$ cat src/rtl/seq_detector_param.sv
// rtl/seq_detector_param.sv - parameterised Mealy serial-pattern detector with runtime-loadable pattern
//
// Optional feature macro: SEQ_DETECTOR_PARAM_COUNT_EN (saturating match counter).
//
// Ports:
//   clk          sole clock, rising edge
//   rst          synchronous active-high reset
//   x_valid      x carries a stream bit this cycle
//   x            serial data bit
//   cfg_load     capture cfg_pattern / cfg_len / cfg_overlap this cycle
//   cfg_pattern  right-aligned pattern, bit [len-1] oldest, bit [0] final
//   cfg_len      pattern length (0 disables, > MAX_LEN clamps)
//   cfg_overlap  1 = overlapping detection, 0 = non-overlapping
//   z            combinational match flag, same cycle as the final bit
//   match_count  saturating match count (0 when the counter is not built)
//   cnt_sat      sticky saturation flag (0 when the counter is not built)

module seq_detector_param #(
    parameter int                 MAX_LEN     = 8,
    parameter int                 CNT_W       = 8,
    parameter logic [MAX_LEN-1:0] DEF_PATTERN = MAX_LEN'(8'b0000_1010),
    parameter int                 DEF_LEN     = 4,
    parameter bit                 DEF_OVERLAP = 1'b1
) (
    input  logic                             clk,
    input  logic                             rst,
    input  logic                             x_valid,
    input  logic                             x,
    input  logic                             cfg_load,
    input  logic [MAX_LEN-1:0]               cfg_pattern,
    input  logic [$clog2(MAX_LEN+1)-1:0]     cfg_len,
    input  logic                             cfg_overlap,
    output logic                             z,
    output logic [CNT_W-1:0]                 match_count,
    output logic                             cnt_sat
);

    localparam int LW = $clog2(MAX_LEN+1);

    logic [MAX_LEN-1:0] pat;
    logic [LW-1:0]      len;
    logic               ovl;
    logic [MAX_LEN-2:0] hist;
    logic [LW-1:0]      fill;

    logic [MAX_LEN-1:0] cand;
    logic [MAX_LEN-1:0] mask;
    logic [LW:0]        fill_p1;
    logic               accept;
    logic               enough;

    assign cand    = {hist, x};
    assign accept  = x_valid & ~cfg_load;
    // fill >= len-1 rewritten as fill+1 >= len so len=0 cannot underflow
    assign fill_p1 = {1'b0, fill} + (LW+1)'(1);
    assign enough  = (fill_p1 >= {1'b0, len});

    always_comb begin
        mask = '0;
        for (int i = 0; i < MAX_LEN; i++) begin
            mask[i] = (LW'(i) < len);
        end
    end

    assign z = accept & ~rst & (len != '0) & enough & ((cand & mask) == (pat & mask));

    always_ff @(posedge clk) begin
        if (rst) begin
            pat  <= DEF_PATTERN;
            len  <= LW'(DEF_LEN);
            ovl  <= DEF_OVERLAP;
            hist <= '0;
            fill <= '0;
        end else if (cfg_load) begin
            pat  <= cfg_pattern;
            len  <= (cfg_len > LW'(MAX_LEN)) ? LW'(MAX_LEN) : cfg_len;
            ovl  <= cfg_overlap;
            hist <= '0;
            fill <= '0;
        end else if (x_valid) begin
            hist <= cand[MAX_LEN-2:0];
            if (z && !ovl) begin
                // non-overlapping: the next match must be built from fresh bits
                fill <= '0;
            end else if (fill != LW'(MAX_LEN)) begin
                fill <= fill + LW'(1);
            end
        end
    end

`ifdef SEQ_DETECTOR_PARAM_COUNT_EN
    logic [CNT_W-1:0] cnt_q;
    logic             sat_q;

    always_ff @(posedge clk) begin
        if (rst) begin
            cnt_q <= '0;
            sat_q <= 1'b0;
        end else if (z) begin
            // a match arriving while already at all-ones marks saturation
            if (&cnt_q) begin
                sat_q <= 1'b1;
            end else begin
                cnt_q <= cnt_q + CNT_W'(1);
            end
        end
    end

    assign match_count = cnt_q;
    assign cnt_sat     = sat_q;
`else
    assign match_count = '0;
    assign cnt_sat     = 1'b0;
`endif

endmodule

$ cat config.mk
export PLATFORM = sky130hd
export DESIGN_NAME = seq_detector_param
export DESIGN_NICKNAME = d
export VERILOG_FILES = /design/src/rtl/seq_detector_param.sv
export SDC_FILE = /design/constraint.sdc
export NUM_CORES = 1
export LEC_CHECK = 0
export ABC_AREA = 1
export ABC_CLOCK_PERIOD_IN_PS = 3650
export CAP_MARGIN = 20
export CORE_MARGIN = 2
export CORE_UTILIZATION = 50
export CTS_BUF_LIST = sky130_fd_sc_hd__clkbuf_16
export DETAILED_ROUTE_END_ITERATION = 10
export PLACE_DENSITY = 0.83
export SKIP_LAST_GASP = 1
export SLEW_MARGIN = 15
export SYNTH_ARGS = -nofsm -noshare
export SYNTH_HDL_FRONTEND = slang
export SYNTH_SLANG_ARGS = --single-unit
$ cat constraint.sdc
create_clock -name clk -period 3.65 [get_ports clk]
set_input_delay 0.73 -clock clk [delete_from_list [all_inputs] [get_ports clk]]
set_output_delay 0.73 -clock clk [all_outputs]
set_load 0.02 [all_outputs]
==> impl_metrics.tcl, run 1 <==
set metrics [dict create \
    final_nets 244 \
    ant_nets 0 \
    yosysMostFrequentCell "nand2_1" \
    synth_adder_area_share 0.0551 \
    ys_seq_area_frac 0.353 \
    clock_skew_ns 0.00279 \
    portBuffers 18 \
    path_class "in2out" \
    async_reset_ff_frac 0 \
    setup.reg_to_reg.worst_slack_ns 1.55 \
    die_x_um 56.2 \
    synth_top_cell_by_area "dfxtp_1" \
    core_area_um2 2520 \
    postCtsHoldBufs 0 \
    cp-startpoint "rst" \
    n_fill_cell 232 \
    fin_crit_sh 0.897 \
    crit_slowest_cell "clkdlybuf4s50_1" \
    grt_setup_unrepaired "false" \
    p_leak_nw 0.762 \
    gr-total-overflow 0 \
    cts_root_buf "clkbuf_16" \
    status "completed" \
    ys_types 27 \
    crit_fanout 10 \
    max_stage_delay_ns 0.61 \
    regToRegEndpoint "fill[3]" \
    grt_max_degree 15 \
    grt_pass1_vias 1169 \
    antenna_found_initial 0 \
    postCtsSetupRepairBufs 0 \
    dieArea_um2 3160 \
    avgSynthCellArea_um2 6.84 \
    routed_wl_um 2860 \
    cts_buffer_depth 2 \
    start_util 0.540 \
    maxCapViolCount 0 \
    dominantRegCellSynth "dfxtp_1" \
    synthMuxAreaShare 0 \
    clk_pin_slew_worst_paths_ns 0.06 \
    cp_cell_sequence "clkdlybuf4s50_1 > inv_4 > nand2_4 > nor2_2 > nand3_1 > nor2_1 > nand2_1 > nor2_4 > clkdlybuf4s50_1" \
    ys_ff_latch 24 \
    synth.area.top_cells "dfxtp_1 35%, nand2_1 14%, a21oi_1 6.3%" \
    hold_viol_final 0 \
    dpl.hpwl_um 2190 \
    rows 18 \
    cts_max_level 1 \
    grt_pass1_wl_um 5020 \
    cp-endpoint "z" \
    numCtsBuffers 3 \
    ios 28 \
    crit_top_cell "clkdlybuf4s50_1" \
    drc_errors 0 \
    cts_resized 0 \
    wire_per_inst_um 11.5 \
    worst_ep_arrival_time_ns 2.55 \
    synth_edf_count 0 \
    pwr_density_cell_nw_per_um2 384 \
    required_ns 2.92 \
    hold_path_class "reg2reg" \
    end_kind "primary output" \
    synthTopCellsByCount "50 x nand2_1, 24 x dfxtp_1, 21 x inv_1, 17 x a21oi_1, 15 x o21ai_0" \
    die_h_um 56.2 \
    drt_first_pass_iters 4 \
    clkSinkCount 24 \
    rr_worst_depth 13 \
    gp_congestion 0.942 \
    ir_drop_mv 0.324 \
    syn_to_final_growth_pct 18.5 \
    yosysTopAreaCellShare 0.353 \
    tns_ns 0 \
    finalCriticalPeriod_ns 3.28 \
    timing.rr.start "fill[0]" \
    dr_total_vias 1215 \
    syn_inst 199 \
    clk_latency_ns 0.25 \
    synth_xor_area_frac 0.0193 \
    crit_path_start_kind "input pin" \
    synth-compound-area-share 0.153 \
    grt_use_total 0.204 \
    drive_gt1_frac 0.101 \
    synth-simple-area-share 0.265 \
    synth_top_family_by_area "simple AND/OR/NAND/NOR gates" \
    holdWs_ns 0.467 \
    fmax_mhz 305 \
    yosysWarnings 0 \
    netlist_area_um2 1360 \
    detailedRoute.firstIterationViolations 45 \
    avgViaCountPerCell 4.90 \
    setup_viol 0 \
    antenna_cells 0 \
    cts_tree "done" \
    drv_slew 0 \
]
==> worst max-delay path, delay by kind of cell <==
| kind | cells | cell delay, ns |
|---|---|---|
| buffers and inverters | 3 | 1.29 |
| and+or+nand+nor | 6 | 0.52 |
==> stage by stage <==
step | worst slack [ns] | power, mW | instances | instance area [um^2] | utilization
2_1_floorplan | 1.42 | 0.365 | 207 | 1390 | -
3_3_place_gp | 0.422 | 0.392 | 245 | 1540 | 0.610
3_5_place_dp | 0.392 | 0.394 | 245 | 1540 | 0.610
4_1_cts | 0.388 | 0.623 | 248 | 1610 | 0.639
5_1_grt | 0.254 | 0.650 | 248 | 1610 | 0.639
6_report | 0.375 | 0.619 | 248 | 1610 | 0.639
==> sequential cells by signal (all words and copies together) (netlist names) <==
signal  cells
fill        4
hist        7
ovl         1
pat         8
len         4
==> kinds of logic (layout without fill, tap and decap cells) <==
| kind of cell | count (synthesis) | count (layout) |
|---|---|---|
| buffers and inverters | 43 | 54 |
| AO/OA/AOI/OAI | 39 | 39 |
| XOR/XNOR | 3 | 3 |
| AND/OR/NAND/NOR | 83 | 83 |
| adder cells (fa/ha/maj) | 6 | 6 |
| other | 1 | 9 |
| flip-flops | 24 | 24 |
==> how the worst min path moves through the flow <==
stage | from | depth (start not counted) | end | slack [ns]
after global placement | pat[7] | 2 | pat[7] | 0.45
after floorplan | pat[7] | 2 | pat[7] | 0.44
after global routing | pat[7] | 2 | pat[7] | 0.49
after CTS | pat[7] | 2 | pat[7] | 0.47
after detailed placement | pat[7] | 2 | pat[7] | 0.46
final | pat[7] | 2 | pat[7] | 0.47
==> layout make-up <==
| type | instances | area [um^2] | area share |
|---|---|---|---|
| multi-input cells | 140 | 703 | 0.436 |
| flip-flops and latches | 24 | 480 | 0.298 |
| repair buffers | 20 | 195 | 0.121 |
| inverters | 31 | 121 | 0.0753 |
| clock buffers | 3 | 75.1 | 0.0465 |
| well taps | 30 | 37.5 | 0.0233 |
==> where the power goes <==
group	switching (mW)	leakage [nW]	internal (mW)	total, mW
Clock	0.0834	0.0370	0.145	0.228
Sequential	0.0103	0.198	0.276	0.286
Combinational	0.0610	0.527	0.0434	0.104
Total	0.155	0.762	0.464	0.619
==> cell usage in the layout (no fill, tap or decap), drive strengths merged <==
cell	count
a211oi	1
a21boi	1
a21oi	17
a32o	1
buf	2
clkbuf	3
clkdlybuf4s50	18
conb	9
dfxtp	24
ha	6
inv	31
nand2	53
nand3	9
nand3b	2
nand4	1
nor2	18
o211ai	1
o21ai	18
xnor2	1
xor2	2
==> layer usage <==
metal | vias to the layer above | global-route usage | wire (um)
li1 | 655 | - | -
met3 | 2 | 0.0372 | 121
met5 | - | 0 | 0
met4 | 0 | 0.0782 | 22
met2 | 29 | 0.365 | 1430
met1 | 529 | 0.238 | 1290
(Power assumes the default switching activity.)
==> inputs of run 2 (changes only) <==
- ABC_AREA: 1 -> 0
- PLACE_DENSITY: 0.83 -> 0.84
==> run 2 against run 1 <==
  * Sequential cell count did not move
  * Non-clock buffer count rose by 1
  * First-iteration DRC count fell by 84%
  * Clock skew fell by 0.0023 ns
  * Global-route usage rose by 0.089 points
  * Hold slack improved by 0.049 ns
  * Register-to-register slack improved by 0.07 ns
  * Critical path type unchanged
  * Critical endpoint unchanged
  * Largest power group is now clock
==> impl_metrics.tcl, run 2 <==
set metrics [dict create \
    ant_nets 0 \
    yosysMostFrequentCell "dfxtp_1" \
    cp-endpoint "z" \
    drc_errors 0 \
    start_util 0.525 \
    crit_path_start_kind "input pin" \
    mostFrequentLayoutCells "24 x dfxtp_1, 18 x nor2_1, 17 x mux2i_1, 17 x clkdlybuf4s50_1" \
    seq_area_um2 480 \
    regToRegEndpoint "fill[3]" \
    die_x_um 54.8 \
    postCtsSetupRepairBufs 0 \
    power_frac_comb 0.120 \
    yosysTopAreaCellShare 0.372 \
    detailedRoute.firstIterationViolations 7 \
    clk_latency_ns 0.25 \
    internal-power_uw 530 \
    drv_slew 0 \
    placed_area_um2 1470 \
    postCtsHoldBufs 0 \
    syn_to_final_growth_pct 22.1 \
    final_nets 185 \
    ys_types 33 \
    numCtsBuffers 3 \
    p_seq_frac 0.421 \
    path_class "in2out" \
    avgViaCountPerCell 5.15 \
    final_common_cell "dfxtp_1" \
    gp_congestion 0.757 \
    ir_drop_mv 0.360 \
    net-switching-power_uw 140 \
    largest-register "pat" \
    grt_setup_unrepaired "false" \
    drt_first_pass_iters 4 \
    rows 18 \
    hold_path_class "reg2reg" \
    dpl.hpwl_um 1840 \
    synthTopCellsByCount "24 x dfxtp_1, 18 x nor2_1, 17 x mux2i_1, 9 x buf_4, 9 x xnor2_1" \
    tns_ns 0 \
    crit_fanout 2 \
    clkSinkCount 24 \
    fmax_mhz 315 \
    routed_wl_um 2520 \
    worst_ep_arrival_time_ns 2.44 \
    antenna_cells 0 \
    synth.area.top_cells "dfxtp_1 37%, mux2i_1 13%, xnor2_1 6.1%" \
    yosysWarnings 0 \
    wire_per_inst_um 13.3 \
    antenna_found_initial 0 \
    p_leak_nw 0.670 \
    cp-startpoint "x" \
    syn_inst 142 \
    maxCapViolCount 0 \
    required_ns 2.92 \
    synth_top_cell_by_area "dfxtp_1" \
    die_h_um 54.8 \
    swShare 0.209 \
    final_area_um2 1580 \
    gr-total-overflow 0 \
    ios 28 \
    cts_root_buf "clkbuf_16" \
    hold_viol_final 0 \
    synth_edf_count 0 \
    core_area_um2 2450 \
    post-place-ws_ns 0.135 \
    grt_use_total 0.205 \
    async_reset_ff_frac 0 \
    cts_max_level 1 \
    fin_ws_ns 0.477 \
    drive_gt1_frac 0.0625 \
    clock_skew_ns 0.000495 \
    dp.cells 186 \
    ys_ff_latch 24 \
    n_fill_cell 197 \
    rr_worst_depth 7 \
    grt_max_degree 17 \
    multi_input_area_um2 717 \
    cts_buffer_depth 2 \
    dieArea_um2 3000 \
    avgSynthCellArea_um2 9.08 \
    end_kind "primary output" \
    setup.reg_to_reg.worst_slack_ns 1.62 \
    largest_reg_flops 8 \
    clk_pin_slew_worst_paths_ns 0.06 \
    dominantRegCellSynth "dfxtp_1" \
    grt_pass1_vias 982 \
    dr_total_vias 979 \
    timing.rr.start "fill[0]" \
    grt_pass1_wl_um 4260 \
    portBuffers 18 \
    pwr_density_cell_nw_per_um2 425 \
    status "completed" \
    top_regs "pat (8), hist (7)" \
    netlist_area_um2 1290 \
    setup_viol 0 \
    fin_cells 190 \
    cts_tree "done" \
    finalCriticalPeriod_ns 3.17 \
    clkPwrFrac 0.459 \
    fin_crit_sh 0.869 \
    ys_seq_area_frac 0.372 \
]
==> run 2: layer usage <==
layer | track usage | share of wire
met1 | 0.224 | 0.42
met2 | 0.387 | 0.53
met3 | 0.0574 | 0.033
met4 | 0.0375 | 0.011
met5 | 0 | 0
==> run 2: worst min path at each step <==
stage,startpoint,end,slack [ns],cells past startpoint
2_1_floorplan,pat[3],pat[3],0.46,2
4_1_cts,pat[1],pat[1],0.51,2
6_report,pat[1],pat[1],0.52,2
3_5_place_dp,pat[1],pat[1],0.49,2
3_3_place_gp,pat[1],pat[1],0.49,2
5_1_grt,pat[1],pat[1],0.54,2
==> run 2: worst max-delay path: stages <==
cell,delay [ns]
clkdlybuf4s50_1,0.52
xnor2_1,0.13
o2111ai_1,0.14
or3_4,0.43
nor3_2,0.24
dlymetal6s2s_1,0.25
==> run 2: kinds of logic after synthesis <==
family,synth area share
simple gates,0.161
flops,0.372
buf+inv,0.0950
compound gates,0.0970
mux,0.132
xor+xnor,0.0815
fa+ha+maj,0.0582
other cells,0.00291
==> run 2: per-stage QoR <==
| step | power, mW | util | hold WS, ns |
|---|---|---|---|
| final | 0.670 | 0.642 | 0.516 |
| after global routing | 0.699 | 0.642 | 0.544 |
| after CTS | 0.675 | 0.641 | 0.511 |
| after detailed placement | 0.367 | 0.598 | 0.492 |
| after global placement | 0.364 | 0.598 | 0.493 |
| after floorplan | 0.344 | - | 0.463 |
==> run 2: power by group through the flow <==
stage | logic [mW] | registers [mW] | clock network, mW
after floorplan | 0.0589 | 0.285 | 0
after global placement | 0.0770 | 0.287 | 0
after detailed placement | 0.0796 | 0.288 | 0
after CTS | 0.0811 | 0.282 | 0.312
after global routing | 0.0903 | 0.283 | 0.326
final | 0.0803 | 0.282 | 0.308
==> run 2: timing repair <==
action                                 CTS  global route
endpoints found under the hold margin    0             0
resized for setup                        0             1
setup endpoints to repair                0             1
==> run 2: layout make-up <==
cell class,count,area share
clock inverter,1,0.0191
inverter,8,0.0191
clock buffer,3,0.0477
tap,30,0.0238
timing repair buffer,21,0.130
sequential,24,0.305
multi-input combinational,103,0.455
